File: config.mk
export PLATFORM = sky130hd
export DESIGN_NAME = key_patch_scheduler
export DESIGN_NICKNAME = d
export VERILOG_FILES = /design/src/rtl/key_patch_scheduler.sv
export SDC_FILE = /design/constraint.sdc
export NUM_CORES = 1
export LEC_CHECK = 0
export ABC_CLOCK_PERIOD_IN_PS = 7350
export CAP_MARGIN = 20
export CORE_ASPECT_RATIO = 1.5
export CORE_MARGIN = 2
export CORE_UTILIZATION = 51
export CTS_CLUSTER_SIZE = 28
export DETAILED_ROUTE_END_ITERATION = 6
export PLACE_DENSITY = 0.92
export SYNTH_ARGS = -nofsm -noshare
export SYNTH_HDL_FRONTEND = slang
export SYNTH_SLANG_ARGS = --single-unit
export TNS_END_PERCENT = 1
File: constraint.sdc
create_clock -name CLK -period 7.35 [get_ports CLK]
set_input_delay 2.205 -clock CLK [delete_from_list [all_inputs] [get_ports CLK]]
set_output_delay 2.205 -clock CLK [all_outputs]
set_load 0.05 [all_outputs]
File: src/rtl/key_patch_scheduler.sv
// key_patch_scheduler
// Turns decoded keyboard events into patch writes for the two patchable
// instruction-memory words: word 16 (pending flag, bit 0) and word 18
// (5-bit key code). Key codes are buffered in a small FIFO. A new key is
// only posted after the running program has fetched the previous one.
//
// Ports:
//   CLK          system clock, all state on rising edge
//   nReset       synchronous active-low reset
//   key_valid    one-cycle strobe qualifying key_code
//   key_code     decoded 5-bit key code
//   pc_addr      current instruction fetch address
//   WriteEnable  one-cycle patch write strobe (registered)
//   keyboard     patch value {code, pending} (registered)
//   busy         high whenever the sequencer is not IDLE
//   fifo_full    FIFO holds FIFO_DEPTH entries
//   overflow     sticky: a key was dropped (cleared only by reset)
module key_patch_scheduler #(
    parameter int          FIFO_DEPTH = 4,
    parameter logic [31:0] FLAG_ADDR  = 32'h0000_0040,
    parameter logic [31:0] ACK_ADDR   = 32'h0000_0048,
    parameter logic [4:0]  IDLE_CODE  = 5'd0
) (
    input  logic        CLK,
    input  logic        nReset,
    input  logic        key_valid,
    input  logic [4:0]  key_code,
    input  logic [31:0] pc_addr,
    output logic        WriteEnable,
    output logic [5:0]  keyboard,
    output logic        busy,
    output logic        fifo_full,
    output logic        overflow
);

    localparam int              PW         = (FIFO_DEPTH > 2) ? $clog2(FIFO_DEPTH) : 1;
    localparam logic [PW-1:0]   PTR_ONE    = PW'(1);
    localparam logic [PW:0]     CNT_ONE    = (PW+1)'(1);
    localparam logic [PW:0]     CNT_ZERO   = (PW+1)'(0);
    localparam logic [PW:0]     FULL_COUNT = (PW+1)'(FIFO_DEPTH);

    typedef enum logic [1:0] {
        INIT     = 2'd0,
        IDLE     = 2'd1,
        WAIT_ACK = 2'd2,
        RELEASE  = 2'd3
    } state_t;

    state_t        state_r;
    logic [4:0]    fifo_mem_r [FIFO_DEPTH];
    logic [PW-1:0] wr_ptr_r;
    logic [PW-1:0] rd_ptr_r;
    logic [PW:0]   count_r;
    logic          we_r;
    logic [5:0]    kb_r;
    logic          ovf_r;

    logic          guard_s;
    logic          empty_s;
    logic          full_s;
    logic          pop_s;
    logic          push_s;
    logic          drop_s;
    logic [4:0]    head_s;

    // Guard, FIFO status and push/pop decisions.
    always_comb begin
        guard_s = (pc_addr != FLAG_ADDR) && (pc_addr != ACK_ADDR);
        empty_s = (count_r == CNT_ZERO);
        full_s  = (count_r == FULL_COUNT);
        head_s  = fifo_mem_r[rd_ptr_r];
        // The !we_r term keeps a post from launching right after another
        // write, so WriteEnable is never high on two consecutive cycles.
        if ((state_r == IDLE) && !empty_s && guard_s && !we_r) begin
            pop_s = 1'b1;
        end else begin
            pop_s = 1'b0;
        end
        // A full FIFO still accepts a key on the edge that pops its head.
        if (key_valid && (!full_s || pop_s)) begin
            push_s = 1'b1;
            drop_s = 1'b0;
        end else if (key_valid) begin
            push_s = 1'b0;
            drop_s = 1'b1;
        end else begin
            push_s = 1'b0;
            drop_s = 1'b0;
        end
    end

    // FIFO storage; contents are don't-care while the count says empty.
    always_ff @(posedge CLK) begin
        if (push_s) begin
            fifo_mem_r[wr_ptr_r] <= key_code;
        end
    end

    // FIFO pointers, occupancy and the sticky overflow flag.
    always_ff @(posedge CLK) begin
        if (!nReset) begin
            wr_ptr_r <= '0;
            rd_ptr_r <= '0;
            count_r  <= CNT_ZERO;
            ovf_r    <= 1'b0;
        end else begin
            if (push_s) begin
                wr_ptr_r <= wr_ptr_r + PTR_ONE;
            end
            if (pop_s) begin
                rd_ptr_r <= rd_ptr_r + PTR_ONE;
            end
            case ({push_s, pop_s})
                2'b10:   count_r <= count_r + CNT_ONE;
                2'b01:   count_r <= count_r - CNT_ONE;
                default: count_r <= count_r;
            endcase
            if (drop_s) begin
                ovf_r <= 1'b1;
            end
        end
    end

    // Patch sequencer with registered write strobe and patch value.
    always_ff @(posedge CLK) begin
        if (!nReset) begin
            state_r <= INIT;
            we_r    <= 1'b0;
            kb_r    <= 6'b00_0000;
        end else begin
            case (state_r)
                INIT: begin
                    if (guard_s) begin
                        we_r    <= 1'b1;
                        kb_r    <= {IDLE_CODE, 1'b0};
                        state_r <= IDLE;
                    end else begin
                        we_r    <= 1'b0;
                    end
                end
                IDLE: begin
                    if (pop_s) begin
                        we_r    <= 1'b1;
                        kb_r    <= {head_s, 1'b1};
                        state_r <= WAIT_ACK;
                    end else begin
                        we_r    <= 1'b0;
                    end
                end
                WAIT_ACK: begin
                    we_r <= 1'b0;
                    if (pc_addr == ACK_ADDR) begin
                        state_r <= RELEASE;
                    end
                end
                RELEASE: begin
                    // Clear the pending flag, keep the code visible.
                    if (guard_s) begin
                        we_r    <= 1'b1;
                        kb_r    <= {kb_r[5:1], 1'b0};
                        state_r <= IDLE;
                    end else begin
                        we_r    <= 1'b0;
                    end
                end
                default: begin
                    we_r    <= 1'b0;
                    state_r <= INIT;
                end
            endcase
        end
    end

    assign WriteEnable = we_r;
    assign keyboard    = kb_r;
    assign overflow    = ovf_r;
    assign busy        = (state_r != IDLE);
    assign fifo_full   = full_s;

endmodule

==> results of run 1 <==
==> kinds of logic after synthesis <==
family                   count (synthesis)  share of synthesized area, %
flip-flops                              39                         54.67
XOR/XNOR                                 3                         1.465
multiplexers                            12                         10.18
buffers and inverters                   18                         3.835
adder cells (fa/ha/maj)                 10                         7.392
AND/OR/NAND/NOR                         50                         16.18
AO/OA/AOI/OAI                           17                         6.277
==> registers in the layout, summed over array words and instances (netlist names), named ones only <==
name / cells
fifo_mem_r: 20
state_r: 2
WriteEnable: 1
keyboard: 6
count_r: 3
overflow: 1
wr_ptr_r: 2
rd_ptr_r: 2
==> final cells by class <==
type | count | share of cell area, %
Clock buffer | 5 | 2.856
Timing Repair Buffer | 49 | 20.35
Multi-Input combinational cell | 92 | 30.89
Inverter | 13 | 2.025
Tap cell | 42 | 2.181
Sequential cell | 39 | 40.71
Clock inverter | 3 | 0.9865
==> cells in the final DEF, fill, tap and decap left out, types with 3 or more instances in the layout <==
| master | n |
|---|---|
| nand2_1 | 13 |
| nor2_1 | 11 |
| clkbuf_8 | 5 |
| o21ai_0 | 3 |
| nor4_2 | 3 |
| nand3_1 | 5 |
| inv_1 | 12 |
| dfxtp_1 | 19 |
| edfxtp_1 | 20 |
| mux2i_1 | 7 |
| a21oi_1 | 4 |
| ha_1 | 9 |
| nor4_1 | 4 |
| nor3_1 | 3 |
| clkdlybuf4s50_1 | 49 |
| mux4_2 | 5 |
| and2_1 | 4 |
==> how the worst max path moves through the flow <==
stage                         endpoint  slack [ps]  cells past startpoint
2_1_floorplan  count_r[2]$_SDFFE_PN0P_        2890                     11
3_3_place_gp   count_r[2]$_SDFFE_PN0P_        2290                     12
3_5_place_dp   count_r[2]$_SDFFE_PN0P_        2130                     12
4_1_cts        count_r[2]$_SDFFE_PN0P_        2440                     12
5_1_grt        count_r[2]$_SDFFE_PN0P_        2200                     12
6_report       count_r[2]$_SDFFE_PN0P_        2450                     12
==> worst max-delay path: stages <==
cell and delay, ps:
clkdlybuf4s50_1 410, nor4_2 320, nand4_2 200, o21ai_2 380, a21boi_1 250, inv_1 100
ha_1 180, inv_1 60, fa_1 380, xor2_1 160, or3_1 310, a21oi_1 150
==> cell usage after synthesis <==
master,n
xnor2_1,1
or3_1,2
edfxtp_1,20
o21bai_1,1
dfxtp_1,19
nand4_1,1
xor2_1,2
a21boi_1,1
o211ai_1,1
inv_1,12
a21oi_1,4
o21ai_0,3
buf_1,1
fa_1,1
clkbuf_1,3
buf_2,1
nor4_1,4
and3_1,1
a21o_1,1
nor3_1,3
nor4_2,3
nor4b_4,1
nand2_1,13
o21ai_2,1
and2_1,4
a41o_1,1
mux4_2,5
a31oi_1,2
mux2i_1,7
ha_1,9
nand4_2,1
o31ai_1,1
nor2_1,11
clkinv_1,1
nand3_1,5
or4_4,1
a311oi_1,1
==> through the flow <==
step,std cells,cell area [um2]
2_1_floorplan,149,1794
3_3_place_gp,235,2317
3_5_place_dp,235,2317
4_1_cts,243,2410
5_1_grt,243,2410
6_report,243,2410
==> routing by layer <==
layer / GRT usage, % / up-vias / wire (um)
met1: 16.13 / 628 / 1204
met4: 7.179 / 0 / 43
li1: - / 640 / -
met5: 0 / - / 0
met3: 6.275 / 7 / 323
met2: 35.38 / 50 / 1903
==> power breakdown <==
| part | internal [W] | switching (W) | total (W) |
|---|---|---|---|
| logic | 0.000120 | 0.000161 | 0.000281 |
| registers | 0.000267 | 0.0000263 | 0.000293 |
| clock network | 0.0000677 | 0.0000775 | 0.000145 |
==> metrics, run 1 <==
status=finished, final reports clean; Final Hold Fails=0; Seq/Total Area, Yosys=54.67%; # clock sinks=39; drt first-iter violations=10; hold_sp=keyboard[1]$_SDFFE_PN0P_; Mapped Area=1794 um2; Congestion Overflow GR=0; CTS Buf Count=5; Die Ht=76.65 um; worst hold path type=reg2reg; routed vias/inst=5.453; fmax=0.2041 GHz; timing startpoint of the critical path=pc_addr[1]; Clock Tree Buf Depth=2; Reg2Reg Depth=13; hold worst-path end=keyboard[1]$_SDFFE_PN0P_; Final period util=about 67%; LEAKAGE=~0.88 nW; I/O pin count=50; DR WL/cell=14.30 um; DRC errors left=0; syn nets=199; RePlAce Congestion=0.7154; final clock skew=7.555 ps; Storage cell area=between 900 and 1000 um2; R2R Path Start=state_r[1]$_SDFFE_PN0P_; average size of a mapped cell=between 10 and 15 um2; First-pass DRT Iterations=4; Slew HR=58.70%; vias in the first global route=roughly 1400; PwrDens=298.7 nW/um2; Final ANT Viol Nets=0; Setup Buffers After CTS=0; area leader, netlist=edfxtp_1; CP Max Fanout=8; cts hold-fix bufs=0; antenna fix cells=0; pin count of the biggest net entering global routing=19; CTS tree=done; DP Worst Slack=2128 ps; RSZ-0062 raised after global routing=no; kind of critical path=in2reg; detailed-route wire length=3.475 mm; Final Util=71.23%; Final Max Slew Viols=0; # H-tree levels=2; Root Driver=clkbuf_8; global-route wire length before repair=5.595 mm; # fillers=between 200 and 250; Overall Global Routing Usage=18.44%; type of origin of the critical path=input pin; reg2reg end=count_r[2]$_SDFFE_PN0P_; Post-DP HPWL=2.828 mm; Post-CTS Resized=0; setup tns final=0 ps; Worst EP arrival=5120 ps; min setup slack post-route=2451 ps; area share of the largest cell type after synthesis=about 33%; hold slack=463.5 ps; Initial Utilization=53.03%; Cell variety after synth=37; Period minus WS final=between 4000 and 5000 ps; DR vias=1325; area of the die=4019 um2; overall power=0.0007198 W; FF+latch count, synth=39; CORE AREA=around 3400 um2; Clock Pin Slew Worst Setup and Hold Paths=80 ps; hold path depth=2; PortBufs=49; nets@finish=250; Multi-input gate area=744.5 um2; Syn. warnings=0; max-cap check violation count=0; Mapped Cells=149; Synth area leaders=edfxtp_1 (33%), dfxtp_1 (21%), ha_1 (6.3%); Layout area overhead=34.31%; CP required=7570 ps; internal reg-to-reg setup slack=4140 ps; Slew @ Worst Pin=around 600 ps; final setup fails=0; layout cells sized above 1=9.950%; Max VDD drop=about 0.18 mV; row count=26; initial antenna violation count=0; critical path endpoint category=register; die width=52.43 um; clk_lat worst skew=290 ps
Power figures use the tool's default switching activity.
==> run 2, diff against run 1 <==
Settings changed: ABC_CLOCK_PERIOD_IN_PS 7350 to 5000, CORE_UTILIZATION 51 to 47, PLACE_DENSITY 0.92 to 0.87.
Clock period 7.35 ns to 5 ns, I/O delays scaled along.
==> metrics, run 2 (synthesized netlist as in run 1, its figures left out) <==
kind of critical path=in2reg; final clock skew=5.114 ps (-2.441 ps); vias in the first global route=1244 (-12%); max-cap check violation count=0 (unchanged); Root Driver=clkbuf_8; hold slack=458.8 ps (-4.745 ps); type of origin of the critical path=input pin; reg2reg end=count_r[2]$_SDFFE_PN0P_; final setup fails=0 (unchanged); First-pass DRT Iterations=3 (-1); DR vias=1269 (-4.2%); CP required=5220 ps (-2350 ps); layout cells sized above 1=9.950% (unchanged); CTS Buf Count=5 (unchanged); routed vias/inst=5.201 (-4.6%); Final Max Slew Viols=0 (unchanged); nets@finish=250 (unchanged); Setup Buffers After CTS=0 (unchanged); status=finished, final reports clean; area of the die=4338 um2 (+7.9%); hold worst-path end=keyboard[3]$_SDFFE_PN0P_; Final Hold Fails=0 (unchanged); Slew HR=57.45% (-1.2 points); hold path depth=2 (unchanged); Overall Global Routing Usage=17.07% (-1.4 points); Die Ht=79.67 um (+3.9%); Max VDD drop=0.3527 mV (+93%); detailed-route wire length=3.512 mm (+1.1%); Post-CTS Resized=0 (unchanged); PwrDens=435.6 nW/um2 (+46%); antenna fix cells=0 (unchanged); die width=54.45 um (+3.8%); Clock Pin Slew Worst Setup and Hold Paths=80 ps (about the same); Comb power frac=38.9% (-0.2 points); power share of the clock group=20.1% (about the same); Slew @ Worst Pin=636.2 ps (+18.65 ps); pin count of the biggest net entering global routing=19 (unchanged); share of power burned in registers=41.0% (+0.3 points); Pint=0.0006684 W (+47%); CTS tree=done; Reg with most FFs=fifo_mem_r; most frequent cells in the layout=clkdlybuf4s50_1 (49), edfxtp_1 (20), dfxtp_1 (19); CP Max Fanout=8 (unchanged); DP Worst Slack=504.9 ps (-1623 ps); drt first-iter violations=13 (+3); Post-DP HPWL=2.853 mm (+0.87%); Initial Utilization=48.73% (-4.3 points); min setup slack post-route=851.9 ps (-1599 ps); I/O pin count=50 (unchanged); # fillers=299 (+21%); P_sw=0.0003817 W (+44%); Period minus WS final=4148 ps; CORE AREA=3682 um2 (+8.8%); setup tns final=0 ps (unchanged); worst hold path type=reg2reg; post-route design area=2411 um2 (about the same); critical path endpoint category=register; clk_lat worst skew=290 ps (about the same); Sw Ratio=36.35% (-0.48 points); # H-tree levels=2 (unchanged); RePlAce Congestion=0.7869 (+10%); max reg flops=20 (unchanged); RSZ-0062 raised after global routing=no; PortBufs=49 (unchanged); fmax=about 0.24 GHz; Placed Area=2318 um2 (about the same); row count=27 (+3.8%); Final ANT Viol Nets=0 (unchanged); Final period util=82.96%; hold_sp=keyboard[3]$_SDFFE_PN0P_; most common cell after layout, fill and taps aside=clkdlybuf4s50_1; # clock sinks=39 (unchanged); DRC errors left=0 (unchanged); LEAKAGE=0.8815 nW (unchanged); Congestion Overflow GR=0 (unchanged); Layout area overhead=34.38% (about the same); Worst EP arrival=4360 ps (-760 ps); cts hold-fix bufs=0 (unchanged); DR WL/cell=14.39 um (+0.65%); internal reg-to-reg setup slack=1880 ps (-2260 ps); Reg2Reg Depth=13 (unchanged); overall power=0.001050 W (+46%); R2R Path Start=state_r[1]$_SDFFE_PN0P_; Clock Tree Buf Depth=2 (unchanged); global-route wire length before repair=5.092 mm (-9.0%); initial antenna violation count=0 (unchanged)
-- run 2: worst max-delay path by stage --
| stage | start | endpoint | slack (ps) | cells after the start |
|---|---|---|---|---|
| 6_report | pc_addr[1] | count_r[2]$_SDFFE_PN0P_ | 850 | 12 |
| 5_1_grt | pc_addr[25] | count_r[2]$_SDFFE_PN0P_ | 640 | 12 |
| 4_1_cts | pc_addr[1] | count_r[2]$_SDFFE_PN0P_ | 820 | 12 |
| 3_5_place_dp | pc_addr[1] | count_r[2]$_SDFFE_PN0P_ | 500 | 12 |
| 3_3_place_gp | pc_addr[1] | count_r[2]$_SDFFE_PN0P_ | 560 | 12 |
| 2_1_floorplan | pc_addr[8] | count_r[2]$_SDFFE_PN0P_ | 1250 | 11 |
-- run 2: final cells by class --
type / instances / area, um2 / area share, %
flip-flops and latches: 39 / 980.9 / 40.69
multi-input cells: 92 / 744.5 / 30.88
repair buffers: 49 / 490.5 / 20.34
clock buffers: 5 / 68.82 / 2.854
well taps: 43 / 53.80 / 2.231
inverters: 13 / 48.80 / 2.024
clock inverters: 3 / 23.77 / 0.9860
-- run 2: per-stage QoR --
stage | cells | utilization (%)
final | 244 | 65.48
after global routing | 244 | 65.48
after CTS | 244 | 65.48
after detailed placement | 236 | 62.96
after global placement | 236 | 62.96
after floorplan | 149 | -
-- run 2: critical path, cell delays in order --
cell and delay (ps):
clkdlybuf4s50_1 420, nor4_2 340, nand4_2 210, o21ai_2 360, a21boi_1 230, inv_1 100, ha_1 180, inv_1 60
fa_1 370, xor2_1 150, or3_1 300, a21oi_1 130
-- run 2: power by group through the flow --
| stage | Clock (W) | Sequential, W | Combinational [W] |
|---|---|---|---|
| 2_1_floorplan | 0 | 0.000479 | 0.000248 |
| 3_3_place_gp | 0 | 0.000437 | 0.000400 |
| 3_5_place_dp | 0 | 0.000439 | 0.000409 |
| 4_1_cts | 0.000220 | 0.000432 | 0.000413 |
| 5_1_grt | 0.000230 | 0.000438 | 0.000440 |
| 6_report | 0.000211 | 0.000430 | 0.000408 |
-- run 2: layer usage --
metal	track usage [%]	part of all wire [%]	vias up
met3	4.869	7.5	5
met2	34.34	58	48
met1	13.46	34	577
li1	-	-	639
met4	7.500	1.2	0
met5	0	0	-
==> run 3, diff against run 2 <==
Settings changed: ABC_CLOCK_PERIOD_IN_PS 5000 to 3400, CORE_UTILIZATION 47 to 43, PLACE_DENSITY 0.87 to 0.84.
Clock period 5 ns to 3.4 ns, I/O delays scaled along.
==> metrics, run 3 (synthesized netlist as in run 1, its figures left out) <==
Root Driver=clkbuf_8; min setup slack post-route=132.0 ps (-719.9 ps); Placed Area=2374 um2 (+2.4%); CP cell instances=clkdlybuf4s50_1 -> nor4_1 -> nand4_1 -> o21ai_2 -> a21boi_1 -> inv_1 -> ha_1 -> inv_1 -> fa_1 -> xor2_1 -> or3_1 -> a21oi_1; Overall Global Routing Usage=16.92% (-0.14 points); row count=28 (+3.7%); CORE AREA=3994 um2 (+8.5%); critical path endpoint category=register; die width=56.74 um (+4.2%); RSZ-0062 raised after global routing=no; fmax=0.3060 GHz; placed insts=245 (+3.8%); Critical Path Most Common Cell=inv_1; Reg with most FFs=fifo_mem_r; CTS Buf Count=5 (unchanged); Clock Pin Slew Worst Setup and Hold Paths=70 ps (about the same); type of origin of the critical path=input pin; Reg2Reg Depth=13 (unchanged); max reg flops=20 (unchanged); I/O pin count=50 (unchanged); hold worst-path end=keyboard[1]$_SDFFE_PN0P_; GR Layer Usage met3=5.140% (+0.27 points); Congestion Overflow GR=0 (unchanged); routed vias/inst=5.213 (+0.23%); final clock skew=6.736 ps (+1.622 ps); max-cap check violation count=0 (unchanged); drt first-iter violations=43 (+30); Final Max Slew Viols=0 (unchanged); initial antenna violation count=0 (unchanged); # clock sinks=39 (unchanged); First-pass DRT Iterations=4 (+1); Storage cell area=980.9 um2 (unchanged); # fillers=337 (+13%); clk_lat worst skew=290 ps (about the same); Final ANT Viol Nets=0 (unchanged); Die Ht=83.12 um (+4.3%); status=finished, final reports clean; CTS tree=done; global-route wire length before repair=6.099 mm (+20%); R2R Path Start=state_r[1]$_SDFFE_PN0P_; Worst EP arrival=3480 ps (-880 ps); kind of critical path=in2reg; hold path depth=2 (unchanged); area of the die=4716 um2 (+8.7%); Clock Tree Buf Depth=2 (unchanged); Period minus WS final=approximately 3300 ps; # H-tree levels=2 (unchanged); PwrDens=655.8 nW/um2 (+51%); vias in the first global route=1331 (+7.0%); met1 usage in global routing=16.31% (+2.9 points); nets@finish=258 (+3.2%); antenna fix cells=0 (unchanged); detailed-route wire length=3.740 mm (+6.5%); most common cell after layout, fill and taps aside=clkdlybuf4s50_1; Final period util=96.12%; Multi-input gate area=750.7 um2 (+0.84%); cts hold-fix bufs=0 (unchanged); final setup fails=0 (unchanged); Max VDD drop=0.5122 mV (+45%); Final Hold Fails=0 (unchanged); pin count of the biggest net entering global routing=18 (-1); PortBufs=49 (unchanged); LEAKAGE=0.9305 nW (+5.6%); M2 GR Usage=30.34% (-4.0 points); Slew HR=66.81% (+9.4 points); setup tns final=0 ps (unchanged); post-route design area=2494 um2 (+3.4%); Layout area overhead=38.98%; Worst path slowest cell=clkdlybuf4s50_1; internal reg-to-reg setup slack=720 ps (-1160 ps); CP required=3610 ps (-1610 ps); Final Util=62.44% (-3.0 points); DRC errors left=0 (unchanged); most frequent cells in the layout=clkdlybuf4s50_1 (49), edfxtp_1 (20), dfxtp_1 (19); non-filler cells, final=254 (+4.1%); DR WL/cell=14.72 um (+2.3%); Initial Utilization=44.92% (-3.8 points); worst hold path type=reg2reg; reg2reg end=count_r[2]$_SDFFE_PN0P_; GR peak layer=met2; Post-DP HPWL=2.971 mm (+4.2%); layout cells sized above 1=12.92% (+3.0 points); hold_sp=keyboard[1]$_SDFFE_PN0P_; CP Max Fanout=2 (-6); DP Worst Slack=-181.5 ps (-686.4 ps); RePlAce Congestion=0.8301 (+5.5%); Slew @ Worst Pin=496.3 ps (-140.0 ps); Slowest Stage Delay on Critical Path=400 ps (-20 ps); DR vias=1324 (+4.3%)
[run 3: repair_timing]
item | CTS | global route
endpoints found under the setup margin | 0 | 1
gates resized for setup | 0 | 1
setup buffers | 0 | 1
[run 3: area by class of cell]
cell class	count	share of cell area, %
Clock inverter	1	1.204
Multi-Input combinational cell	92	30.11
Clock buffer	7	3.061
Sequential cell	39	39.34
Tap cell	45	2.258
Timing Repair Buffer	57	22.08
Inverter	13	1.957
[run 3: layer usage]
layer,vias up,wire length [um]
li1,653,-
met5,-,0
met4,0,113
met1,611,1362
met2,53,1962
met3,7,301
[run 3: power by group]
part / switching, W / internal, W
clock: 0.000153 / 0.000219
combinational: 0.000352 / 0.000275
sequential: 0.0000575 / 0.000577
total: 0.000563 / 0.00107
[run 3: how the worst max path moves through the flow]
stage	from	to	depth (start not counted)
3_5_place_dp	pc_addr[4]	count_r[2]$_SDFFE_PN0P_	12
4_1_cts	pc_addr[4]	count_r[2]$_SDFFE_PN0P_	12
5_1_grt	pc_addr[5]	count_r[2]$_SDFFE_PN0P_	12
2_1_floorplan	pc_addr[8]	count_r[2]$_SDFFE_PN0P_	11
6_report	pc_addr[25]	count_r[2]$_SDFFE_PN0P_	12
3_3_place_gp	pc_addr[8]	count_r[2]$_SDFFE_PN0P_	12
[run 3: metrics by stage]
stage	total power (W)	hold slack (ps)
final	0.001635	458.6
after global routing	0.001727	482.0
after CTS	0.001649	463.6
after detailed placement	0.001277	453.5
after global placement	0.001258	446.1
after floorplan	0.001069	446.7
[run 3: critical path, delay by kind of cell]
| kind | cells | cell delay [ps] |
|---|---|---|
| AOI/OAI and AO/OA | 3 | 460 |
| and+or+nand+nor | 3 | 790 |
| buffers and inverters | 3 | 520 |
| xor gates and xnor gates | 1 | 160 |
| adders and majority gates | 2 | 520 |
